### src/rtl/kf8253_host_pkg.sv
// kf8253_host_pkg
//   Shared types and helpers for the KF8253 host-side bus initiator.
//   - op_e        : host command opcodes
//   - bus_state_e : states of the single bus-cycle timing engine
//   - ADDR_CONTROL: 8253 control-word register address
//   - RL_*        : read/load field encodings of the control word
//   - pack_control_word / total_cycles : control-word packing and
//     the number of bus cycles a command expands into
package kf8253_host_pkg;

  typedef enum logic [1:0] {
    OP_PROGRAM = 2'b00,
    OP_RELOAD  = 2'b01,
    OP_READ    = 2'b10,
    OP_RSVD    = 2'b11
  } op_e;

  typedef enum logic [1:0] {
    BUS_IDLE    = 2'd0,
    BUS_SETUP   = 2'd1,
    BUS_STROBE  = 2'd2,
    BUS_RECOVER = 2'd3
  } bus_state_e;

  localparam logic [1:0] ADDR_CONTROL = 2'b11;

  localparam logic [1:0] RL_LATCH = 2'b00;
  localparam logic [1:0] RL_LSB   = 2'b01;
  localparam logic [1:0] RL_MSB   = 2'b10;
  localparam logic [1:0] RL_BOTH  = 2'b11;

  function automatic logic [7:0] pack_control_word(input logic [1:0] counter,
                                                   input logic [1:0] rw,
                                                   input logic [2:0] mode,
                                                   input logic       bcd);
    return {counter, rw, mode, bcd};
  endfunction

  // Writes move 0/1/2 bytes depending on RL; a read always moves at least
  // one byte, and RL=00 on a read means the full 16-bit latched value.
  function automatic logic [1:0] total_cycles(input logic [1:0] op,
                                              input logic [1:0] rw);
    logic [1:0] wbytes;
    logic [1:0] rbytes;
    wbytes = (rw == RL_BOTH) ? 2'd2 : (rw == RL_LATCH) ? 2'd0 : 2'd1;
    rbytes = (rw == RL_LSB || rw == RL_MSB) ? 2'd1 : 2'd2;
    case (op)
      OP_PROGRAM: return 2'd1 + wbytes;
      OP_RELOAD:  return wbytes;
      OP_READ:    return 2'd1 + rbytes;
      default:    return 2'd0;
    endcase
  endfunction

endpackage

### src/rtl/kf8253_bus_cycle.sv
// kf8253_bus_cycle
//   Timing engine for one 8253 bus cycle: SETUP -> STROBE -> RECOVER.
//   A new cycle may be chained straight out of the last RECOVER clock.
//   Ports:
//     clock, reset_n        : clock, async active-low reset
//     i_start               : begin a cycle (accepted in IDLE or last RECOVER)
//     i_is_read             : 1 = read strobe, 0 = write strobe
//     i_address, i_wdata    : address / write byte for the cycle
//     i_rdata_bus           : 8253 read data, sampled on the last STROBE clock
//     o_cs_n/o_rd_n/o_wr_n  : registered strobes
//     o_address, o_wdata_bus: registered address / write data
//     o_rdata               : byte captured by the last read cycle
//     o_done                : high during the final RECOVER clock
module kf8253_bus_cycle
  import kf8253_host_pkg::*;
#(
  parameter int STROBE_CYCLES   = 2,
  parameter int RECOVERY_CYCLES = 1
) (
  input  logic       clock,
  input  logic       reset_n,
  input  logic       i_start,
  input  logic       i_is_read,
  input  logic [1:0] i_address,
  input  logic [7:0] i_wdata,
  input  logic [7:0] i_rdata_bus,
  output logic       o_cs_n,
  output logic       o_rd_n,
  output logic       o_wr_n,
  output logic [1:0] o_address,
  output logic [7:0] o_wdata_bus,
  output logic [7:0] o_rdata,
  output logic       o_done
);

  localparam logic [7:0] STROBE_LAST  = 8'(STROBE_CYCLES - 1);
  localparam logic [7:0] RECOVER_LAST = 8'(RECOVERY_CYCLES - 1);

  bus_state_e r_state;
  logic [7:0] r_cnt;
  logic       r_is_read;
  logic       r_cs_n;
  logic       r_rd_n;
  logic       r_wr_n;
  logic [1:0] r_addr;
  logic [7:0] r_wdata;
  logic [7:0] r_rdata;
  logic       w_last_recover;

  assign w_last_recover = (r_state == BUS_RECOVER) && (r_cnt == RECOVER_LAST);

  // Strobes are registered so they are glitch-free; the asynchronous reset
  // forces them high the instant reset_n falls, even mid-strobe.
  always_ff @(posedge clock or negedge reset_n) begin
    if (!reset_n) begin
      r_state   <= BUS_IDLE;
      r_cnt     <= 8'd0;
      r_is_read <= 1'b0;
      r_cs_n    <= 1'b1;
      r_rd_n    <= 1'b1;
      r_wr_n    <= 1'b1;
      r_addr    <= 2'd0;
      r_wdata   <= 8'd0;
      r_rdata   <= 8'd0;
    end else begin
      case (r_state)
        BUS_IDLE: begin
          if (i_start) begin
            r_state   <= BUS_SETUP;
            r_is_read <= i_is_read;
            r_addr    <= i_address;
            r_wdata   <= i_is_read ? 8'd0 : i_wdata;
          end
        end
        BUS_SETUP: begin
          r_state <= BUS_STROBE;
          r_cnt   <= 8'd0;
          r_cs_n  <= 1'b0;
          r_rd_n  <= ~r_is_read;
          r_wr_n  <= r_is_read;
        end
        BUS_STROBE: begin
          if (r_cnt == STROBE_LAST) begin
            if (r_is_read) r_rdata <= i_rdata_bus;
            r_state <= BUS_RECOVER;
            r_cnt   <= 8'd0;
            r_cs_n  <= 1'b1;
            r_rd_n  <= 1'b1;
            r_wr_n  <= 1'b1;
          end else begin
            r_cnt <= r_cnt + 8'd1;
          end
        end
        BUS_RECOVER: begin
          if (w_last_recover) begin
            if (i_start) begin
              r_state   <= BUS_SETUP;
              r_is_read <= i_is_read;
              r_addr    <= i_address;
              r_wdata   <= i_is_read ? 8'd0 : i_wdata;
            end else begin
              r_state <= BUS_IDLE;
            end
          end else begin
            r_cnt <= r_cnt + 8'd1;
          end
        end
        default: r_state <= BUS_IDLE;
      endcase
    end
  end

  assign o_cs_n      = r_cs_n;
  assign o_rd_n      = r_rd_n;
  assign o_wr_n      = r_wr_n;
  assign o_address   = r_addr;
  assign o_wdata_bus = r_wdata;
  assign o_rdata     = r_rdata;
  assign o_done      = w_last_recover;

endmodule

### src/rtl/kf8253_host_master.sv
// kf8253_host_master
//   Host-side initiator for the KF8253 timer. Expands PROGRAM / RELOAD /
//   READ commands into up to three control-word, data-write and data-read
//   bus cycles and reports completion with a one-cycle response pulse.
//   Ports:
//     clock, reset_n                  : clock, async active-low reset
//     cmd_valid/cmd_ready, cmd_*      : command handshake and fields
//     rsp_valid, rsp_error, rsp_data  : completion pulse, error flag, READ data
//     busy                            : a command is in progress
//     chip_select_n, read_enable_n,
//     write_enable_n, address,
//     data_bus_out, data_bus_in       : 8253 CPU port
module kf8253_host_master
  import kf8253_host_pkg::*;
#(
  parameter int STROBE_CYCLES   = 2,
  parameter int RECOVERY_CYCLES = 1
) (
  input  logic        clock,
  input  logic        reset_n,
  input  logic        cmd_valid,
  output logic        cmd_ready,
  input  logic [1:0]  cmd_op,
  input  logic [1:0]  cmd_counter,
  input  logic [1:0]  cmd_rw,
  input  logic [2:0]  cmd_mode,
  input  logic        cmd_bcd,
  input  logic [15:0] cmd_count,
  output logic        rsp_valid,
  output logic        rsp_error,
  output logic [15:0] rsp_data,
  output logic        busy,
  output logic        chip_select_n,
  output logic        read_enable_n,
  output logic        write_enable_n,
  output logic [1:0]  address,
  output logic [7:0]  data_bus_out,
  input  logic [7:0]  data_bus_in
);

  logic [1:0]  r_op;
  logic [1:0]  r_counter;
  logic [1:0]  r_rw;
  logic [2:0]  r_mode;
  logic        r_bcd;
  logic [15:0] r_count;
  logic [1:0]  r_idx;
  logic [1:0]  r_num;
  logic        r_cur_read;
  logic        r_cur_msb;
  logic [15:0] r_rd_acc;
  logic        r_busy;
  logic        r_rsp_valid;
  logic        r_rsp_error;
  logic [15:0] r_rsp_data;

  logic        w_accept;
  logic        w_err;
  logic [1:0]  w_num_new;
  logic        w_done;
  logic        w_more;
  logic        w_start;
  logic [1:0]  w_sel_op;
  logic [1:0]  w_sel_counter;
  logic [1:0]  w_sel_rw;
  logic [2:0]  w_sel_mode;
  logic        w_sel_bcd;
  logic [15:0] w_sel_count;
  logic [1:0]  w_next_idx;
  logic [1:0]  w_data_pos;
  logic        w_has_prefix;
  logic        w_cyc_read;
  logic        w_cyc_msb;
  logic [1:0]  w_cyc_addr;
  logic [7:0]  w_cyc_wdata;
  logic [7:0]  w_rdata;
  logic [15:0] w_acc_next;

  assign cmd_ready = ~r_busy;
  assign w_accept  = cmd_valid & ~r_busy;
  assign w_err     = (cmd_counter == 2'd3) || (cmd_op == OP_RSVD);
  assign w_num_new = total_cycles(cmd_op, cmd_rw);
  assign w_more    = (r_idx + 2'd1) < r_num;

  // The first bus cycle is issued on the accepting edge straight from the
  // cmd_* inputs so SETUP lands in the very next clock; later cycles are
  // issued from the captured copy when the engine signals done.
  assign w_start = (w_accept && !w_err && (w_num_new != 2'd0)) ||
                   (r_busy && w_done && w_more);

  // Describe the bus cycle about to be issued. PROGRAM and READ carry a
  // control/latch word first; the remaining cycles move the data bytes,
  // LSB first unless RL selects MSB only.
  always_comb begin
    w_sel_op      = w_accept ? cmd_op      : r_op;
    w_sel_counter = w_accept ? cmd_counter : r_counter;
    w_sel_rw      = w_accept ? cmd_rw      : r_rw;
    w_sel_mode    = w_accept ? cmd_mode    : r_mode;
    w_sel_bcd     = w_accept ? cmd_bcd     : r_bcd;
    w_sel_count   = w_accept ? cmd_count   : r_count;
    w_next_idx    = w_accept ? 2'd0 : (r_idx + 2'd1);
    w_has_prefix  = (w_sel_op != OP_RELOAD);
    w_data_pos    = w_next_idx - (w_has_prefix ? 2'd1 : 2'd0);
    w_cyc_msb     = (w_sel_rw == RL_MSB) || (w_data_pos == 2'd1);
    w_cyc_read    = 1'b0;
    w_cyc_addr    = ADDR_CONTROL;
    w_cyc_wdata   = 8'd0;
    if (w_has_prefix && (w_next_idx == 2'd0)) begin
      w_cyc_msb = 1'b0;
      if (w_sel_op == OP_READ)
        w_cyc_wdata = pack_control_word(w_sel_counter, RL_LATCH, 3'b000, 1'b0);
      else
        w_cyc_wdata = pack_control_word(w_sel_counter, w_sel_rw, w_sel_mode, w_sel_bcd);
    end else begin
      w_cyc_addr = w_sel_counter;
      w_cyc_read = (w_sel_op == OP_READ);
      if (!w_cyc_read)
        w_cyc_wdata = w_cyc_msb ? w_sel_count[15:8] : w_sel_count[7:0];
    end
  end

  // Merge the byte from a completed read cycle into the 16-bit result.
  always_comb begin
    w_acc_next = r_rd_acc;
    if (r_cur_read) begin
      if (r_cur_msb) w_acc_next = {w_rdata, r_rd_acc[7:0]};
      else           w_acc_next = {r_rd_acc[15:8], w_rdata};
    end
  end

  // Command sequencer: captures the command, steps through its bus cycles
  // and raises the response pulse one clock after the final RECOVER.
  // Rejected commands and RELOAD with RL=00 respond immediately.
  always_ff @(posedge clock or negedge reset_n) begin
    if (!reset_n) begin
      r_op        <= 2'd0;
      r_counter   <= 2'd0;
      r_rw        <= 2'd0;
      r_mode      <= 3'd0;
      r_bcd       <= 1'b0;
      r_count     <= 16'd0;
      r_idx       <= 2'd0;
      r_num       <= 2'd0;
      r_cur_read  <= 1'b0;
      r_cur_msb   <= 1'b0;
      r_rd_acc    <= 16'd0;
      r_busy      <= 1'b0;
      r_rsp_valid <= 1'b0;
      r_rsp_error <= 1'b0;
      r_rsp_data  <= 16'd0;
    end else begin
      r_rsp_valid <= 1'b0;
      r_rsp_error <= 1'b0;
      r_rsp_data  <= 16'd0;
      if (w_accept) begin
        r_op      <= cmd_op;
        r_counter <= cmd_counter;
        r_rw      <= cmd_rw;
        r_mode    <= cmd_mode;
        r_bcd     <= cmd_bcd;
        r_count   <= cmd_count;
        r_rd_acc  <= 16'd0;
        if (w_err || (w_num_new == 2'd0)) begin
          r_rsp_valid <= 1'b1;
          r_rsp_error <= w_err;
        end else begin
          r_busy     <= 1'b1;
          r_idx      <= 2'd0;
          r_num      <= w_num_new;
          r_cur_read <= w_cyc_read;
          r_cur_msb  <= w_cyc_msb;
        end
      end else if (r_busy && w_done) begin
        r_rd_acc <= w_acc_next;
        if (w_more) begin
          r_idx      <= r_idx + 2'd1;
          r_cur_read <= w_cyc_read;
          r_cur_msb  <= w_cyc_msb;
        end else begin
          r_busy      <= 1'b0;
          r_rsp_valid <= 1'b1;
          r_rsp_data  <= (r_op == OP_READ) ? w_acc_next : 16'd0;
        end
      end
    end
  end

  kf8253_bus_cycle #(
    .STROBE_CYCLES  (STROBE_CYCLES),
    .RECOVERY_CYCLES(RECOVERY_CYCLES)
  ) u_bus_cycle (
    .clock      (clock),
    .reset_n    (reset_n),
    .i_start    (w_start),
    .i_is_read  (w_cyc_read),
    .i_address  (w_cyc_addr),
    .i_wdata    (w_cyc_wdata),
    .i_rdata_bus(data_bus_in),
    .o_cs_n     (chip_select_n),
    .o_rd_n     (read_enable_n),
    .o_wr_n     (write_enable_n),
    .o_address  (address),
    .o_wdata_bus(data_bus_out),
    .o_rdata    (w_rdata),
    .o_done     (w_done)
  );

  assign busy      = r_busy;
  assign rsp_valid = r_rsp_valid;
  assign rsp_error = r_rsp_error;
  assign rsp_data  = r_rsp_data;

endmodule
### config.mk
export PLATFORM = sky130hd
export DESIGN_NAME = kf8253_host_master
export DESIGN_NICKNAME = d
export VERILOG_FILES = /design/src/rtl/kf8253_host_pkg.sv /design/src/rtl/kf8253_bus_cycle.sv /design/src/rtl/kf8253_host_master.sv
export SDC_FILE = /design/constraint.sdc
export NUM_CORES = 1
export LEC_CHECK = 0
export BUFFER_PORTS_ARGS = -buffer_cell sky130_fd_sc_hd__buf_2
export CORE_AREA = 10 10 110 112
export DETAILED_ROUTE_END_ITERATION = 10
export DIE_AREA = 0 0 120 122
export GPL_ROUTABILITY_DRIVEN = 1
export PLACE_DENSITY_LB_ADDON = 0.3
export SYNTH_ARGS = -nofsm -noshare
export SYNTH_HDL_FRONTEND = slang
export SYNTH_SLANG_ARGS = --single-unit
### constraint.sdc
create_clock -name clock -period 3.48 [get_ports clock]
set_clock_uncertainty 0.05 [all_clocks]
set_input_delay 0.174 -clock clock [delete_from_list [all_inputs] [get_ports clock]]
set_output_delay 0.174 -clock clock [all_outputs]
set_load 0.05 [all_outputs]
==> results of run 1 <==
cells in the final DEF, fill, tap and decap left out, drive strengths merged, types with 2 or more instances in the layout:
| cell type | Yosys | routed |
|---|---|---|
| a21o | 4 | 4 |
| a21oi | 24 | 24 |
| a221o | 2 | 2 |
| a31oi | 4 | 4 |
| and2 | 2 | 2 |
| and3 | 2 | 2 |
| buf | 9 | 76 |
| clkbuf | 14 | 9 |
| clkinv | 0 | 3 |
| dfrtp | 96 | 96 |
| dfstp | 3 | 3 |
| dlygate4sd3 | 0 | 29 |
| ha | 11 | 11 |
| inv | 15 | 17 |
| mux2 | 21 | 21 |
| mux2i | 8 | 8 |
| nand2 | 118 | 118 |
| nand2b | 9 | 9 |
| nand3 | 13 | 13 |
| nand4 | 2 | 2 |
| nand4b | 2 | 2 |
| nor2 | 22 | 22 |
| nor2b | 5 | 5 |
| nor3 | 4 | 4 |
| nor4 | 2 | 2 |
| nor4bb | 2 | 2 |
| o211ai | 2 | 2 |
| o21a | 2 | 2 |
| o21ai | 36 | 36 |
| o21bai | 11 | 11 |
| o31ai | 6 | 6 |
| or3 | 4 | 4 |
| xnor2 | 3 | 3 |
| xor2 | 2 | 2 |
stage by stage:
stage	hold WS, ps	instance area [um^2]	setup WS (ps)	cells	power [uW]
floorplan	-171.6	4616	397.4	471	3214
global placement	306.7	5089	842.8	660	3698
detailed placement	309.6	5089	641.3	660	3768
CTS	6.152	5578	551.7	704	4556
global route	26.78	5588	374.8	705	4856
finish	21.64	5588	556.6	705	4520
flip-flops by register name (all words and copies together), names as in the netlist, 3 cells and up:
name,cells
r_rd_acc,16
u_bus_cycle.r_cnt,8
r_mode,3
u_bus_cycle.o_wdata_bus,8
rsp_data,16
u_bus_cycle.o_rdata,8
r_count,16
metal layers:
metal / track usage [%] / part of all wire [%]
met1: 18.19 / 45
met2: 23.83 / 48
met3: 5.088 / 5.7
met4: 3.997 / 0.97
met5: 0 / 0
kinds of logic (layout without fill, tap and decap cells):
logic type	after synthesis	after routing	share of synthesized area, %
fa+ha+maj	11	11	2.982
simple gates	190	190	18.95
mux	29	29	6.858
compound gates	99	99	13.12
xor+xnor	5	5	0.9489
flops	99	99	53.75
buf+inv	38	136	3.388
worst max-delay path, cell delays in order:
cell,delay (ps)
dlygate4sd3_1,540
buf_2,130
ha_1,340
o21ba_2,240
o2111ai_1,450
a22o_1,680
nor3_1,200
a221o_1,370
power by group through the flow:
stage / combinational (uW) / sequential (uW) / clock, uW
finish: 1970 / 1800 / 753
global route: 2180 / 1850 / 830
CTS: 1980 / 1800 / 777
detailed placement: 1950 / 1820 / 0
global placement: 1890 / 1800 / 0
floorplan: 1230 / 1990 / 0
final cells by class:
type                       count  area, um^2
fill                         902        4458
sequential                    99        2481
multi-input combinational    334        1981
timing repair buffer         105       690.7
tap                          136       170.2
clock buffer                   9       123.9
clock inverter                 7       85.08
inverter                      15       56.30
worst paths after layout:
kind                                                    to  slack (ps)  depth (start not counted)
worst max register to register  u_bus_cycle.o_wdata_bus[6]         650                          8
min in group asynchronous                      rsp_data[1]         410                          2
max in group asynchronous               u_bus_cycle.o_rd_n        2130                          3
worst max-delay path            u_bus_cycle.o_wdata_bus[6]         560                          8
worst min register to register                  r_count[8]         430                          2
worst min-delay path                            r_count[7]          20                          3
repair_timing:
| item | 4_1_cts | 5_1_grt |
|---|---|---|
| hold endpoints to repair | 100 | 1 |
| gates resized for setup | 0 | 0 |
| hold buffers | 28 | 1 |
==> impl_metrics.py, run 1 <==
metrics = {
    "run_status": {
        "status": "completed",
    },
    "worst_setup_path": {
        "cp.arrival_ps": 3120,
        "crit_path_end_kind": "flop",
        "crit_start": "cmd_rw[1]",
        "worstSetupPathType": "in2reg",
        "critPathLaunchType": "primary input",
        "cp_data_required_time_ps": 3680,
        "crit_fanout": 19,
        "timing.rr.start": "r_idx[0]",
    },
    "synthesis": {
        "synthCells": 471,
        "synth-seq-area-share_pct": 53.75,
        "synth_top_area_share_pct": 52.05,
        "netlist_area_um2": 4616,
        "synth_largest_area_cell": "dfrtp_1",
        "synth.avg_cell_area_um2": 9.800,
        "synth-main-ff-cell": "dfrtp_1",
        "netlist_top_cells_area": "dfrtp_1 52%, nand2_1 9.6%, mux2_2 5.1%, o21ai_0 3.9%, ha_1 3.0%",
        "synth.net_count": 519,
        "ys_types": 50,
        "yosys_register_bits": 99,
        "synthArstFlopShare_pct": 100.0,
        "synth_edf_count": 0,
        "yosys-top-cells-count": "118 x nand2_1, 96 x dfrtp_1, 36 x o21ai_0, 24 x a21oi_1, 22 x nor2_1",
        "yosysMostFrequentCell": "nand2_1",
        "yosysWarnings": 0,
    },
    "clock_tree": {
        "cts_root_buf": "clkbuf_8",
        "cts_buffer_depth": 2,
        "cts.sinks": 99,
        "clk_pin_slew_ps": 90,
        "htreeDepth": 3,
        "clk_latency_ps": 360,
        "cts_tree": "yes",
        "cts_buffers": 9,
        "post_cts_buffers": 0,
    },
    "layout": {
        "final_util_pct": 55.62,
        "syn_to_final_growth_pct": 21.06,
        "n_antenna_cell": 0,
        "drive_above_1_share_pct": 21.97,
        "nNetsFinal": 612,
    },
    "floorplan": {
        "num_rows": 37,
        "core_area_um2": 10050,
        "dieHeight_um": 122,
        "die_w_um": 120,
        "start_util_pct": 45.95,
        "die_area_um2": 14640,
        "ioPinCount": 70,
    },
    "global_routing": {
        "grt_use_total_pct": 14.63,
        "grt_max_degree": 76,
        "grt_pass1_vias": 3649,
        "overflow": 0,
        "grt_pass1_wl_um": 17510,
        "antenna_found_initial": 0,
    },
    "min_path": {
        "hp-class": "in2reg",
        "hp-start": "cmd_count[7]",
    },
    "place": {
        "port_buffers": 69,
        "place_congestion": 0.8539,
        "hpwlAfterDp_um": 7482,
    },
    "sta": {
        "tightest_slew_ps": 901.9,
        "setup_tns_ps": 0,
        "min_period_over_period_pct": 84.01,
        "grt_setup_unrepaired": "no",
        "layout_min_cycle_time_ps": 2923,
        "maxSlewViolCount": 0,
        "slew_headroom_pct": 39.87,
        "final_hold_viol_count": 0,
        "finalSetupViolCount": 0,
        "fmax_ghz": 0.3421,
    },
    "pwr": {
        "switchingPower_uw": 1930,
        "ir_drop_mv": 0.5401,
        "netSwitchingFraction_pct": 42.70,
        "combPwrFrac_pct": 43.5,
        "pwr-share-seq_pct": 39.8,
        "p_leak_uw": 0.002649,
        "internal-power_uw": 2590,
        "p_clk_share_pct": 16.7,
        "p_per_area_nw_per_um2": 808.9,
    },
    "run": {
        "maxCapViolations": 0,
    },
    "drt": {
        "wirelength_um": 10410,
        "drc": 0,
        "viasPerCell": 5.106,
        "antenna_left": 0,
        "vias": 3600,
        "drtIter0Drc": 222,
        "first_pass_iters": 4,
        "wl_per_cell_um": 14.77,
    },
}
Power figures use the tool's default switching activity.
==> run 2: changes to the inputs <==
clock period = 2.8 ns   (was 3.48 ns; I/O delays follow)
==> run 2 against run 1 <==
Compared with the run above: critical path depth stayed put; clock power increased by 34%; die area unchanged; global-route usage increased by 0.50 points; sequential cell count stayed put; power up 26%; setup slack worse by 370 ps; largest cell class unchanged; clock-buffer cell count is 1 higher.
==> impl_metrics.py, run 2 (synthesis results as in run 1) <==
metrics = {
    "run_status": {
        "status": "completed",
    },
    "layout": {
        "final_common_cell": "nand2_1",
        "syn_to_final_growth_pct": 22.72,
        "stdcell_count": 710,
        "drive_above_1_share_pct": 22.65,
        "nNetsFinal": 617,
        "final_cell_mix": "118 x nand2_1, 95 x dfrtp_1, 68 x buf_2, 36 x o21ai_0, 31 x dlygate4sd3_1",
        "n_antenna_cell": 0,
    },
    "clock_tree": {
        "cts_tree": "yes",
        "clk_pin_slew_ps": 100,
        "cts_buffer_depth": 2,
        "clk_latency_ps": 370,
        "cts_root_buf": "clkbuf_8",
        "cts_buffers": 9,
        "cts.sinks": 99,
        "htreeDepth": 3,
    },
    "drt": {
        "first_pass_iters": 4,
        "wl_per_cell_um": 14.96,
        "drtIter0Drc": 220,
        "antenna_left": 0,
        "vias": 3630,
        "wirelength_um": 10620,
        "drc": 0,
        "viasPerCell": 5.113,
    },
    "run": {
        "maxCapViolations": 0,
    },
    "sta": {
        "slew_headroom_pct": 62.35,
        "layout_min_cycle_time_ps": 2615,
        "final_hold_viol_count": 0,
        "maxSlewViolCount": 0,
        "finalSetupViolCount": 0,
        "tightest_slew_ps": 564.8,
        "min_period_over_period_pct": 93.38,
        "setup_tns_ps": 0,
        "hold_ws_ps": 24.50,
        "grt_setup_unrepaired": "no",
        "fmax_ghz": 0.3825,
    },
    "place": {
        "dp_cells": 663,
        "place_congestion": 0.8423,
        "hpwlAfterDp_um": 7597,
        "port_buffers": 69,
    },
    "min_path": {
        "hp-class": "in2reg",
    },
    "pwr": {
        "p_per_area_nw_per_um2": 1009,
        "ir_drop_mv": 0.6221,
        "finalPower_uw": 5713,
        "p_leak_uw": 0.002686,
    },
    "floorplan": {
        "core_area_um2": 10050,
        "ioPinCount": 70,
        "die_area_um2": 14640,
        "die_w_um": 120,
        "num_rows": 37,
        "start_util_pct": 45.95,
        "dieHeight_um": 122,
    },
    "worst_setup_path": {
        "crit_fanout": 11,
        "worstSetupPathType": "reg2reg",
        "path_cells": "xnor2_1, inv_1, ha_1, a21boi_0, nand4b_2, a22o_2, buf_4, a221o_1",
        "critPathTopFamily": "compound AO/OA/AOI/OAI gates",
        "critPathBufInv": 2,
        "critPathLaunchType": "flop",
        "crit_path_end_kind": "flop",
        "max_stage_delay_ps": 460,
        "cp_data_required_time_ps": 3010,
        "cp.arrival_ps": 2830,
        "cp_slowest_cell": "dfrtp_1",
    },
    "global_routing": {
        "grt_max_degree": 58,
        "antenna_found_initial": 0,
        "grt_use_total_pct": 15.14,
        "grt_pass1_vias": 3692,
        "grt_pass1_wl_um": 18130,
        "overflow": 0,
    },
}
## run 2: final cells by class
| type | instances | area (um^2) |
|---|---|---|
| sequential | 99 | 2482 |
| clock buffer | 10 | 127.6 |
| clock inverter | 6 | 88.84 |
| inverter | 15 | 56.30 |
| timing repair buffer | 110 | 745.7 |
| fill | 878 | 4382 |
| tap | 136 | 170.2 |
| multi-input combinational | 334 | 1993 |
## run 2: metal layers
metal	vias up	global-route usage, %	part of all wire, %
met5	-	0	0
met4	0	6.033	2.0
met3	16	4.718	6.3
met2	87	23.90	47
met1	1739	19.05	45
li1	1788	-	-
## run 2: where the power goes
part,internal (uW),switching [uW],total (uW)
clock,505,501,1010
combinational,930,1530,2460
sequential,1890,362,2250
## run 2: final timing paths
check	endpoint	startpoint	slack [ps]	cells past startpoint
max reg2reg	u_bus_cycle.o_wdata_bus[6]	r_idx[0]	190	8
min in group asynchronous	u_bus_cycle.o_rdata[1]	reset_n	240	2
max in group asynchronous	u_bus_cycle.o_wr_n	reset_n	1740	3
min reg2reg	r_count[0]	r_count[0]	430	2
min	r_counter[0]	cmd_counter[0]	20	3
max	u_bus_cycle.o_wdata_bus[6]	r_idx[0]	190	8
## run 2: through the flow
stage | worst slack [ps] | cell area [um^2] | util, %
after floorplan | 18.49 | 4643 | -
after global placement | 253.4 | 5136 | 51.13
after detailed placement | 178.2 | 5136 | 51.13
after CTS | 161.7 | 5663 | 56.37
after global routing | 73.64 | 5664 | 56.38
final | 185.4 | 5664 | 56.38
## run 2: worst register-to-register path: stages (launching register included)
cell	delay [ps]
dfrtp_1	460
xnor2_1	310
inv_1	80
ha_1	270
a21boi_0	130
nand4b_2	270
a22o_2	390
buf_4	190
a221o_1	350
## run 2: repair_timing
action	4_1_cts	5_1_grt
resized for setup	0	1
hold buffers	31	0
hold endpoints to repair	72	0
setup buffers	0	0
setup endpoints to repair	0	2
